===== src/rtl/key_time_setter.sv =====
// Pushbutton front end for the clock display: two-flop sync, debounce,
// press detect and the RUN/SET_HR/SET_MIN/SET_SEC mode FSM.
module key_time_setter #(
  parameter int DEBOUNCE_CYCLES = 1_000_000,
  parameter int CNT_W           = 20
) (
  input  logic       Clk,
  input  logic       Clr,
  input  logic       KEY_MODE,
  input  logic       KEY_INC,
  input  logic       Tick_1s,
  output logic       Run_En,
  output logic       Inc_Hr,
  output logic       Inc_Min,
  output logic       Inc_Sec,
  output logic [1:0] Mode,
  output logic       Blink
);

  typedef enum logic [1:0] {
    RUN     = 2'b00,
    SET_HR  = 2'b01,
    SET_MIN = 2'b10,
    SET_SEC = 2'b11
  } state_e;

  localparam logic [CNT_W-1:0] CNT_MAX =
    CNT_W'(DEBOUNCE_CYCLES - 1);

  // Bit 0 carries KEY_MODE, bit 1 carries KEY_INC.
  logic [1:0]            s1_q, s2_q;
  logic [1:0]            deb_q, deb_d;
  logic [1:0]            prev_q;
  logic [1:0]            press_q, press_d;
  logic [1:0][CNT_W-1:0] cnt_q, cnt_d;

  state_e     state_q, state_d;
  logic       blink_q, blink_d;
  logic [2:0] inc_q, inc_d;

  always_comb begin
    deb_d = deb_q;
    cnt_d = '0;
    for (int k = 0; k < 2; k++) begin
      if (s2_q[k] != deb_q[k]) begin
        if (cnt_q[k] == CNT_MAX) begin
          deb_d[k] = s2_q[k];
        end else begin
          cnt_d[k] = cnt_q[k] + 1'b1;
        end
      end
    end
    press_d = prev_q & ~deb_q;
  end

  always_comb begin
    state_d = state_q;
    blink_d = blink_q;
    inc_d   = 3'b000;
    if (press_q[0]) begin
      case (state_q)
        RUN:     state_d = SET_HR;
        SET_HR:  state_d = SET_MIN;
        SET_MIN: state_d = SET_SEC;
        default: state_d = RUN;
      endcase
      blink_d = 1'b0;
    end else begin
      if (press_q[1]) begin
        case (state_q)
          SET_HR:  inc_d = 3'b100;
          SET_MIN: inc_d = 3'b010;
          SET_SEC: inc_d = 3'b001;
          default: inc_d = 3'b000;
        endcase
      end
      if (state_q == RUN) begin
        blink_d = 1'b0;
      end else if (Tick_1s) begin
        blink_d = ~blink_q;
      end
    end
  end

  always_ff @(posedge Clk or negedge Clr) begin
    if (!Clr) begin
      s1_q    <= 2'b11;
      s2_q    <= 2'b11;
      deb_q   <= 2'b11;
      prev_q  <= 2'b11;
      press_q <= 2'b00;
      cnt_q   <= '0;
      state_q <= RUN;
      blink_q <= 1'b0;
      inc_q   <= 3'b000;
    end else begin
      s1_q    <= {KEY_INC, KEY_MODE};
      s2_q    <= s1_q;
      deb_q   <= deb_d;
      prev_q  <= deb_q;
      press_q <= press_d;
      cnt_q   <= cnt_d;
      state_q <= state_d;
      blink_q <= blink_d;
      inc_q   <= inc_d;
    end
  end

  assign Run_En  = Tick_1s & (state_q == RUN);
  assign Inc_Hr  = inc_q[2];
  assign Inc_Min = inc_q[1];
  assign Inc_Sec = inc_q[0];
  assign Mode    = state_q;
  assign Blink   = blink_q;

endmodule


===== config.mk =====
export PLATFORM = sky130hd
export DESIGN_NAME = key_time_setter
export DESIGN_NICKNAME = d
export VERILOG_FILES = /design/src/rtl/key_time_setter.sv
export SDC_FILE = /design/constraint.sdc
export NUM_CORES = 1
export LEC_CHECK = 0
export BUFFER_PORTS_ARGS = -buffer_cell sky130_fd_sc_hd__buf_4
export CAP_MARGIN = 20
export CELL_PAD_IN_SITES_DETAIL_PLACEMENT = 1
export CELL_PAD_IN_SITES_GLOBAL_PLACEMENT = 1
export CORE_UTILIZATION = 52
export CTS_CLUSTER_SIZE = 20
export DETAILED_ROUTE_END_ITERATION = 7
export PLACE_DENSITY = 0.87
export SYNTH_ARGS = -nofsm -noshare
export SYNTH_HDL_FRONTEND = slang
export SYNTH_SLANG_ARGS = --single-unit

===== constraint.sdc =====
create_clock -name Clk -period 3.7 [get_ports Clk]
set_clock_uncertainty 0.05 [all_clocks]
set_input_delay 0.37 -clock Clk [delete_from_list [all_inputs] [get_ports Clk]]
set_output_delay 0.37 -clock Clk [all_outputs]
set_load 0.02 [all_outputs]

==> out/qor.csv, run 1 <==
stage,metric,value,unit
outcome,status,"complete, no violations",
layout,Synth-to-Final Area Change,9.63,%
worst_setup_path,worst path cell trace,ha_1 > nand3_1 > or2_2 > o31ai_2 > buf_4 > a21oi_1,
detailed_routing,vias per inst,5.72,
detailed_routing,Routed wire per std cell,16.3,microns
run,max capacitance violation total,0,
pwr,sw power,0.000232,W
pwr,internal cell power,0.000766,W
global_route,number of global-route vias before repair,2026,
clock_network,clock tree sinks,56,
clock_network,setup bufs post-CTS,0,
detailed_routing,DRC violation count after routing,0,
clock_network,clock latency on the worst-skew pair,320,ps
synth,dominant cell type by area after synthesis,dfrtp_1,
synth,syn nets,267,
global_route,initial antenna violation count,0,
floorplanning,full die area,5360,sq um
timing,final hold violations,0,
layout,share of cells above drive strength 1,14.1,%
timing,Max Slew Vio Count,0,
synth,YS warnings,0,
synth,adder-cell share of the synthesized area,3.32,%
clock_network,TritonCTS clock tree,done,
worst_setup_path,worst endpoint required time,3840,ps
detailed_routing,final wirelength,5500,microns
synth,Synth top area share,45.5,%
synth,Cells after Synth,255,
floorplanning,DIE WIDTH,73.2,microns
global_route,total track usage,24.5,%
timing,max_slew headroom,54.4,%
layout,ant diodes,0,
pwr,cell leakage power,1.16,nW
worst_setup_path,Worst setup SP type,flop,
timing,Max Clock Freq,430,MHz
timing,Worst-Margin Slew,683,ps
timing,RSZ-0062 raised after global routing,no,
floorplanning,Core Rows,25,
timing,Fin Setup TNS,0,ps
clock_network,clk slew on worst S/H paths,100,ps
pwr,Switching Share,23.2,%
placement,hpwl dp,3800,microns
synth,largest cells by area after synthesis,"dfrtp_1 (46%), dfstp_2 (8.0%), xnor2_1 (7.3%)",
worst_setup_path,type of the worst setup path,reg2reg,
pwr,Cell Pwr Density,345,nW/um^2
clock_network,CTS Buf Count,5,
layout,fillers,550,
pwr,total power,0.000998,W
min_path,HP Class,in2async,
floorplanning,Core ar.,4820,sq um
detailed_routing,DRT iter0 DRCs,92,
synth,#FFs+latches synth,56,
floorplanning,Initial Utilization,54.8,%
clock_network,Root Driver,clkbuf_8,
floorplanning,# IOs,12,
detailed_routing,drt first pass iters,4,
clock_network,Clock Tree Buf Depth,2,
timing,Period minus WS final,2330,ps
synth,"Cell Area, Synth",2640,sq um
layout,nets@finish,281,
synth,sequential element share of the synthesized area,53.5,%
synth,largest family of logic cells by synthesized area,simple AND/OR/NAND/NOR gates,
timing,Tcrit/Tclk final,62.9,%
synth,Cell variety after synth,34,
global_route,first-pass GRT wire length,9770,microns
synth,Main synth FF type,dfrtp_1,
synth,Synth Area per Inst,10.3,sq um
pwr,Max VDD drop,0.252,mV
clock_network,Hold Buf Count CTS,0,
detailed_routing,remaining antenna violation count,0,
synth,compound-gate portion of the synthesized area,5.41,%
placement,PortBufs,11,
pwr,combinational share of power,3.9,%
synth,ys async rst share,100,%
clock_network,PostCTS Resize Cnt,0,
synth,Post-Synth XOR/XNOR Area,9.96,%
clock_network,H-tree level count,2,
worst_setup_path,CP Capture Type,flop,
timing,Final Setup Violations,0,
worst_setup_path,worst-path maximum fanout,13,
global_route,GRT overflow,0,
floorplanning,Die Span Y,73.2,microns
pwr,Reg power frac,63.0,%
worst_setup_path,CP peak stage delay,570,ps
global_route,largest net degree at the start of global routing,57,
pwr,clock power share,33.1,%
detailed_routing,via count,1927,
placement,Final Wtd Congestion,0.824,
worst_setup_path,slowest CP cell,o31ai_2,
synth,number of synthesized flops with an enable pin,0,
synth,post-synthesis simple-gate area fraction,23.9,%
synth,mux contribution to synthesized area,0.854,%
worst_setup_path,Critical Path AT,2470,ps
cells by family (layout without fill, tap and decap cells):
group,Yosys count,after routing
AOI/OAI and AO/OA,23,23
adders and majority gates,7,7
DFF,56,56
and+or+nand+nor,117,117
muxes,2,2
xor gates and xnor gates,30,30
buffers and inverters,20,35
worst max-delay path, delay by kind of cell (launching register included):
family / cells / cell delay (ps)
AND/OR/NAND/NOR: 2 / 610
flip-flops: 1 / 400
adder cells (fa/ha/maj): 1 / 200
buffers and inverters: 1 / 310
AO/OA/AOI/OAI: 2 / 630
cells in the final DEF (no fill, tap or decap), types with 2 or more instances in the layout:
master     n
nor2b_1    3
or4b_1     3
nor4b_1    2
mux2_2     2
nor4_1    10
nor2_1    35
buf_4     14
and4_1     3
dfrtp_1   48
ha_1       7
nor3_1     9
xor2_1     8
o41ai_1    3
and2_1     5
clkbuf_8   5
nand4_1    7
dfstp_2    8
inv_1     13
o31ai_1    3
xnor2_1   22
a21oi_1    9
nand2_1   10
nand3_1   18
or4_1      4
o21ai_0    5
metal layers:
metal	share of wire, %	vias up	wire length, microns	GRT usage (%)
met1	44	974	2400	31.3
met2	52	29	2840	41.2
li1	-	915	-	-
met3	2.7	9	149	4.42
met4	1.8	0	100	9.80
met5	0	-	0	0
worst paths after layout:
kind	cells after the start	startpoint	slack, ps	to
min in group Clk	1	KEY_MODE	100	s1_q[0]
max	6	cnt_q[20]	1370	cnt_q[37]
max reg2reg	6	cnt_q[20]	1370	cnt_q[37]
max in group asynchronous	1	Clr	3110	cnt_q[36]
min reg2reg	0	s1_q[1]	320	s2_q[1]
min	1	Clr	30	press_q[1]
layout make-up:
cell class	instances	area, sq um	area share (%)
Sequential cell	56	1410	48.8
Multi-Input combinational cell	179	1160	40.0
Timing Repair Buffer	14	105	3.63
Tap cell	67	83.8	2.90
Clock buffer	6	72.6	2.51
Inverter	13	48.8	1.69
Clock inverter	2	12.5	0.433
state kept, by name, indices dropped and copies added (netlist names):
| register | count |
|---|---|
| cnt_q | 40 |
| inc_q | 3 |
| Mode | 2 |
| deb_q | 2 |
| press_q | 2 |
| prev_q | 2 |
| s1_q | 2 |
| s2_q | 2 |
| Blink | 1 |
power groups by stage:
stage	logic (W)	clock network (W)	registers, W
floorplan	0.0000175	0	0.000638
global placement	0.0000386	0	0.000640
detailed placement	0.0000399	0	0.000640
CTS	0.0000402	0.000341	0.000629
global route	0.0000443	0.000357	0.000630
finish	0.0000389	0.000331	0.000629
metrics by stage:
step                      setup slack [ps]  instances  instance area (sq um)  hold slack (ps)  util, %
after floorplan                       1930        255                   2640             24.4        -
after global placement                1510        329                   2810              297     58.3
after detailed placement              1410        329                   2810              298     58.3
after CTS                             1390        337                   2890             58.6     60.0
after global routing                  1190        337                   2890             88.0     60.0
final                                 1370        337                   2890             33.6     60.0
cells in the mapped netlist (7+ instances only):
master and instances:
a21oi_1 9, inv_1 13, xnor2_1 22, nand4_1 7, nor4_1 10, nor3_1 9, nand3_1 18, nand2_1 10
ha_1 7, dfstp_2 8, xor2_1 8, nor2_1 35, dfrtp_1 48
(Power assumes the default switching activity.)
==> inputs of run 2 (changes only) <==
--- a/config.mk
+++ b/config.mk
@@ -9,10 +9,10 @@
 export CAP_MARGIN = 20
 export CELL_PAD_IN_SITES_DETAIL_PLACEMENT = 1
 export CELL_PAD_IN_SITES_GLOBAL_PLACEMENT = 1
-export CORE_UTILIZATION = 52
+export CORE_UTILIZATION = 43
 export CTS_CLUSTER_SIZE = 20
 export DETAILED_ROUTE_END_ITERATION = 7
-export PLACE_DENSITY = 0.87
+export PLACE_DENSITY = 0.77
 export SYNTH_ARGS = -nofsm -noshare
 export SYNTH_HDL_FRONTEND = slang
 export SYNTH_SLANG_ARGS = --single-unit
==> constraint.sdc (replaced) <==
create_clock -name Clk -period 2.1 [get_ports Clk]
set_clock_uncertainty 0.05 [all_clocks]
set_input_delay 0.21 -clock Clk [delete_from_list [all_inputs] [get_ports Clk]]
set_output_delay 0.21 -clock Clk [all_outputs]
set_load 0.02 [all_outputs]
==> out/qor.csv, run 2 (synthesis results as in run 1) <==
stage,metric,value,unit
pwr,Reg power frac,58.2,%
timing,max_slew headroom,53.3,%
layout,share of cells above drive strength 1,16.2,%
timing,Fin Setup TNS,0,ps
pwr,Switching Share,22.1,%
clock_network,clock tree sinks,56,
pwr,sw power,0.000422,W
detailed_routing,Routed wire per std cell,15.8,microns
floorplanning,# IOs,12,
layout,"commonest non-fill, non-tap cell in the layout",dfrtp_1,
clock_network,H-tree level count,2,
placement,PortBufs,11,
detailed_routing,vias per inst,5.48,
layout,Top Registers,"cnt_q (40), inc_q (3)",
layout,nets@finish,288,
detailed_routing,remaining antenna violation count,0,
clock_network,clock latency on the worst-skew pair,310,ps
global_route,initial antenna violation count,0,
floorplanning,Core ar.,5920,sq um
pwr,combinational share of power,4.0,%
worst_setup_path,R2R depth,5,
timing,Final Setup Violations,0,
layout,Biggest register,cnt_q,
worst_setup_path,type of the worst setup path,reg2reg,
floorplanning,Die Span Y,80.3,microns
floorplanning,DIE WIDTH,80.3,microns
pwr,internal cell power,0.00148,W
detailed_routing,via count,1929,
detailed_routing,DRC violation count after routing,0,
floorplanning,Core Rows,28,
timing,Max Slew Vio Count,0,
worst_setup_path,crit path to,cnt_q[18],
global_route,first-pass GRT wire length,9880,microns
floorplanning,Initial Utilization,44.5,%
worst_setup_path,reg2reg end,cnt_q[18],
placement,Final Wtd Congestion,0.747,
layout,max FFs per register,40,
timing,WHS,126,ps
floorplanning,full die area,6450,sq um
run,max capacitance violation total,0,
global_route,total track usage,19.9,%
worst_setup_path,worst endpoint required time,2290,ps
clock_network,Root Driver,clkbuf_8,
layout,most frequent cells in the layout,"dfrtp_1 (47), nor2_1 (34), xnor2_1 (22)",
pwr,Max VDD drop,0.328,mV
global_route,GRT overflow,0,
timing,final hold violations,0,
clock_network,Clock Tree Buf Depth,2,
pwr,cell leakage power,1.21,nW
detailed_routing,final wirelength,5570,microns
timing,RSZ-0062 raised after global routing,no,
timing,Worst-Margin Slew,701,ps
layout,"Cell Count, Final, Fillers Out",352,
worst_setup_path,Worst Setup SP,cnt_q[1],
timing,Period minus WS final,1950,ps
layout,fillers,668,
worst_setup_path,CP Capture Type,flop,
timing,Tcrit/Tclk final,92.8,%
clock_network,clk slew on worst S/H paths,100,ps
outcome,status,"complete, no violations",
detailed_routing,DRT iter0 DRCs,45,
worst_setup_path,Worst setup SP type,flop,
layout,ant diodes,0,
worst_setup_path,worst-path maximum fanout,5,
worst_setup_path,Critical Path AT,2140,ps
layout,Synth-to-Final Area Change,14.0,%
layout,post-layout util,50.8,%
timing,Max Clock Freq,513,MHz
global_route,number of global-route vias before repair,2036,
worst_setup_path,Reg-to-Reg Start,cnt_q[1],
pwr,Cell Pwr Density,634,nW/um^2
min_path,HP Class,in2reg,
pwr,clock power share,37.8,%
placement,Placed Instances,341,
detailed_routing,drt first pass iters,4,
global_route,largest net degree at the start of global routing,57,
worst_setup_path,r2r setup slk,150,ps
clock_network,CTS Buf Count,5,
placement,hpwl dp,3920,microns
clock_network,TritonCTS clock tree,done,
## run 2: cell count changes in the layout (fill, tap and decap cells not counted), sizes merged
cell,delta
bufinv,+1
clkinv,-1
inv,+1
clkinvlp,-1
dlygate4sd3,+3
buf,+4
## run 2: cell type report
cell class / instances / area [sq um] / share of cell area, %
clock inverter: 2 / 38.8 / 1.29
multi-input combinational: 179 / 1160 / 38.7
clock buffer: 6 / 72.6 / 2.41
inverter: 13 / 48.8 / 1.62
sequential: 56 / 1410 / 47.0
timing repair buffer: 21 / 178 / 5.91
tap: 75 / 93.8 / 3.12
## run 2: repair_timing
item                                    4_1_cts  5_1_grt
resized for setup                             0        3
endpoints found under the setup margin        0        1
hold buffers                                  3        0
buffers inserted                              0        0
endpoints found under the hold margin        50        0
## run 2: worst min path at each step
stage | startpoint | to | slack (ps) | cells after the start
after global routing | Tick_1s | Blink | 120 | 3
after global placement | Clr | inc_q[1] | 250 | 1
after CTS | Tick_1s | Blink | 120 | 3
after floorplan | Clr | Blink | -140 | 0
after detailed placement | Clr | inc_q[1] | 260 | 1
final | Tick_1s | Blink | 130 | 3
## run 2: metal layers
metal | GRT usage [%] | up-vias | part of all wire, %
met5 | 0 | - | 0
met4 | 6.25 | 0 | 1.3
met3 | 3.75 | 6 | 2.7
met2 | 34.4 | 26 | 50
met1 | 25.0 | 970 | 46
li1 | - | 927 | -
## run 2: critical path, cell delays in order (launching register included)
cell and delay, ps:
dfrtp_1 430, ha_2 270, nand4_1 170, nor2_2 180, or4b_2 610, a21oi_1 180
## run 2: power groups by stage
| stage | clock, W | sequential, W | combinational (W) |
|---|---|---|---|
| 5_1_grt | 0.000790 | 0.00111 | 0.0000884 |
| 6_report | 0.000721 | 0.00111 | 0.0000763 |
| 2_1_floorplan | 0 | 0.00112 | 0.0000308 |
| 3_5_place_dp | 0 | 0.00113 | 0.0000738 |
| 4_1_cts | 0.000746 | 0.00111 | 0.0000785 |
| 3_3_place_gp | 0 | 0.00113 | 0.0000719 |
## run 2: through the flow
step | instance area, sq um | total power, W | setup WS, ps
2_1_floorplan | 2640 | 0.00116 | 335
3_3_place_gp | 2860 | 0.00120 | 151
3_5_place_dp | 2860 | 0.00120 | 33.0
5_1_grt | 3010 | 0.00199 | 15.5
4_1_cts | 3000 | 0.00193 | 22.7
6_report | 3010 | 0.00191 | 152
==> inputs of run 3 (changes only) <==
--- a/config.mk
+++ b/config.mk
@@ -9,10 +9,11 @@
 export CAP_MARGIN = 20
 export CELL_PAD_IN_SITES_DETAIL_PLACEMENT = 1
 export CELL_PAD_IN_SITES_GLOBAL_PLACEMENT = 1
-export CORE_UTILIZATION = 43
+export CORE_UTILIZATION = 48
 export CTS_CLUSTER_SIZE = 20
 export DETAILED_ROUTE_END_ITERATION = 7
-export PLACE_DENSITY = 0.77
+export PLACE_DENSITY = 0.81
+export REMOVE_ABC_BUFFERS = 1
 export SYNTH_ARGS = -nofsm -noshare
 export SYNTH_HDL_FRONTEND = slang
 export SYNTH_SLANG_ARGS = --single-unit
==> constraint.sdc (replaced) <==
create_clock -name Clk -period 2 [get_ports Clk]
set_clock_uncertainty 0.05 [all_clocks]
set_input_delay 0.2 -clock Clk [delete_from_list [all_inputs] [get_ports Clk]]
set_output_delay 0.2 -clock Clk [all_outputs]
set_load 0.02 [all_outputs]
==> out/qor.csv, run 3 (synthesis results as in run 1) <==
stage,metric,value,unit
global_route,largest net degree at the start of global routing,57,
clock_network,clock tree sinks,56,
worst_setup_path,type of the worst setup path,reg2reg,
detailed_routing,via count,2038,
placement,Post-Place Cell Area,2900,sq um
timing,WHS,108,ps
run,max capacitance violation total,0,
min_path,Hold Startpoint,Tick_1s,
layout,nets@finish,296,
timing,max_slew headroom,52.9,%
worst_setup_path,Reg-to-Reg Start,cnt_q[10],
pwr,cell leakage power,1.26,nW
worst_setup_path,Critical Path AT,2030,ps
layout,Biggest register,cnt_q,
floorplanning,Core ar.,5200,sq um
worst_setup_path,worst endpoint required time,2150,ps
timing,Final Setup Violations,0,
worst_setup_path,R2R depth,4,
worst_setup_path,reg2reg end,cnt_q[13],
layout,"Cell Count, Final, Fillers Out",355,
clock_network,clock latency on the worst-skew pair,310,ps
min_path,WHS Path Cells,3,
clock_network,setup bufs post-CTS,0,
detailed_routing,vias per inst,5.74,
floorplanning,Initial Utilization,50.7,%
floorplanning,# IOs,12,
floorplanning,full die area,5800,sq um
worst_setup_path,CP top delay family,simple AND/OR/NAND/NOR gates,
worst_setup_path,Worst setup SP type,flop,
timing,Max Clock Freq,533,MHz
worst_setup_path,slowest CP cell,or4_1,
layout,"commonest non-fill, non-tap cell in the layout",dfrtp_1,
timing,Fin Setup TNS,0,ps
outcome,status,"complete, no violations",
floorplanning,Die Span Y,76.1,microns
worst_setup_path,CP Capture Type,flop,
detailed_routing,DRT iter0 DRCs,71,
min_path,HP Class,in2reg,
floorplanning,Core Rows,26,
pwr,Max VDD drop,0.359,mV
placement,Placed Instances,344,
timing,Max Slew Vio Count,0,
clock_network,Root Driver,clkbuf_8,
detailed_routing,remaining antenna violation count,0,
global_route,total track usage,23.1,%
global_route,initial antenna violation count,0,
detailed_routing,final wirelength,5880,microns
worst_setup_path,worst path cell trace,or4_1 > o41ai_2 > buf_4 > nor2_1,
timing,final hold violations,0,
clock_network,TritonCTS clock tree,done,
global_route,GRT overflow,0,
clock_network,Clock Tree Buf Depth,2,
detailed_routing,DRC violation count after routing,0,
global_route,number of global-route vias before repair,2203,
layout,ant diodes,0,
placement,PortBufs,11,
worst_setup_path,crit path buf inv count,1,
timing,Worst-Margin Slew,706,ps
clock_network,H-tree level count,2,
placement,hpwl dp,3960,microns
timing,Tcrit/Tclk final,93.8,%
layout,Synth-to-Final Area Change,16.7,%
worst_setup_path,r2r setup slk,120,ps
detailed_routing,drt first pass iters,4,
floorplanning,DIE WIDTH,76.1,microns
layout,most frequent cells in the layout,"dfrtp_1 (47), nor2_1 (35), buf_4 (25)",
pwr,Cell Pwr Density,669,nW/um^2
layout,Top Registers,"cnt_q (40), inc_q (3)",
clock_network,CTS Buf Count,5,
layout,share of cells above drive strength 1,18.6,%
layout,max FFs per register,40,
placement,Final Wtd Congestion,0.772,
worst_setup_path,worst-path maximum fanout,13,
clock_network,clk slew on worst S/H paths,100,ps
global_route,first-pass GRT wire length,10600,microns
timing,Period minus WS final,1880,ps
min_path,Hold EP,Blink,
worst_setup_path,CP peak stage delay,550,ps
layout,final instance area,3080,sq um
detailed_routing,Routed wire per std cell,16.6,microns
-- run 3: report_power, final --
group	total [W]	internal (W)	switching, W
combinational	0.0000873	0.0000333	0.0000540
clock	0.000809	0.000442	0.000367
sequential	0.00116	0.00115	0.0000135
total	0.00206	0.00163	0.000434
-- run 3: layout make-up --
class / count / area, sq um
multi-input cells: 179 / 1170
fillers: 564 / 2130
well taps: 70 / 87.6
inverters: 13 / 48.8
clock buffers: 7 / 96.3
repair buffers: 29 / 229
flip-flops and latches: 56 / 1410
clock inverters: 1 / 30.0
-- run 3: what timing repair did --
| action | in CTS | in global routing |
|---|---|---|
| hold endpoints to repair | 50 | 0 |
| hold buffers | 3 | 0 |
| setup endpoints to repair | 0 | 21 |
| gates resized for setup | 0 | 4 |
-- run 3: how the worst max path moves through the flow --
stage          startpoint        end  slack (ps)  cells after the start
6_report        cnt_q[10]  cnt_q[13]         120                      4
5_1_grt         cnt_q[20]  cnt_q[36]         -20                      5
3_5_place_dp    cnt_q[20]  cnt_q[39]          80                      6
2_1_floorplan   cnt_q[13]  cnt_q[10]        -980                      3
4_1_cts         cnt_q[20]  cnt_q[24]          30                      6
3_3_place_gp    cnt_q[20]  cnt_q[38]         160                      6
-- run 3: routing by layer --
| metal | part of all wire [%] | track usage [%] |
|---|---|---|
| met1 | 47 | 30.8 |
| met2 | 48 | 37.8 |
| met3 | 2.4 | 4.67 |
| met4 | 1.9 | 7.50 |
| met5 | 0 | 0 |
-- run 3: through the flow --
stage	setup slack [ps]	utilization (%)	total power (W)
after floorplan	-978	-	0.00121
after global placement	160	55.7	0.00126
after detailed placement	76.2	55.7	0.00127
after CTS	27.5	58.7	0.00208
after global routing	-17.6	59.1	0.00213
final	124	59.1	0.00206
-- run 3: worst reg2reg max path: cells and delay by family (launching register included) --
kind	cells	cell delay, ps
AOI/OAI and AO/OA	1	400
DFF	1	420
buffers and inverters	1	270
and+or+nand+nor	2	630
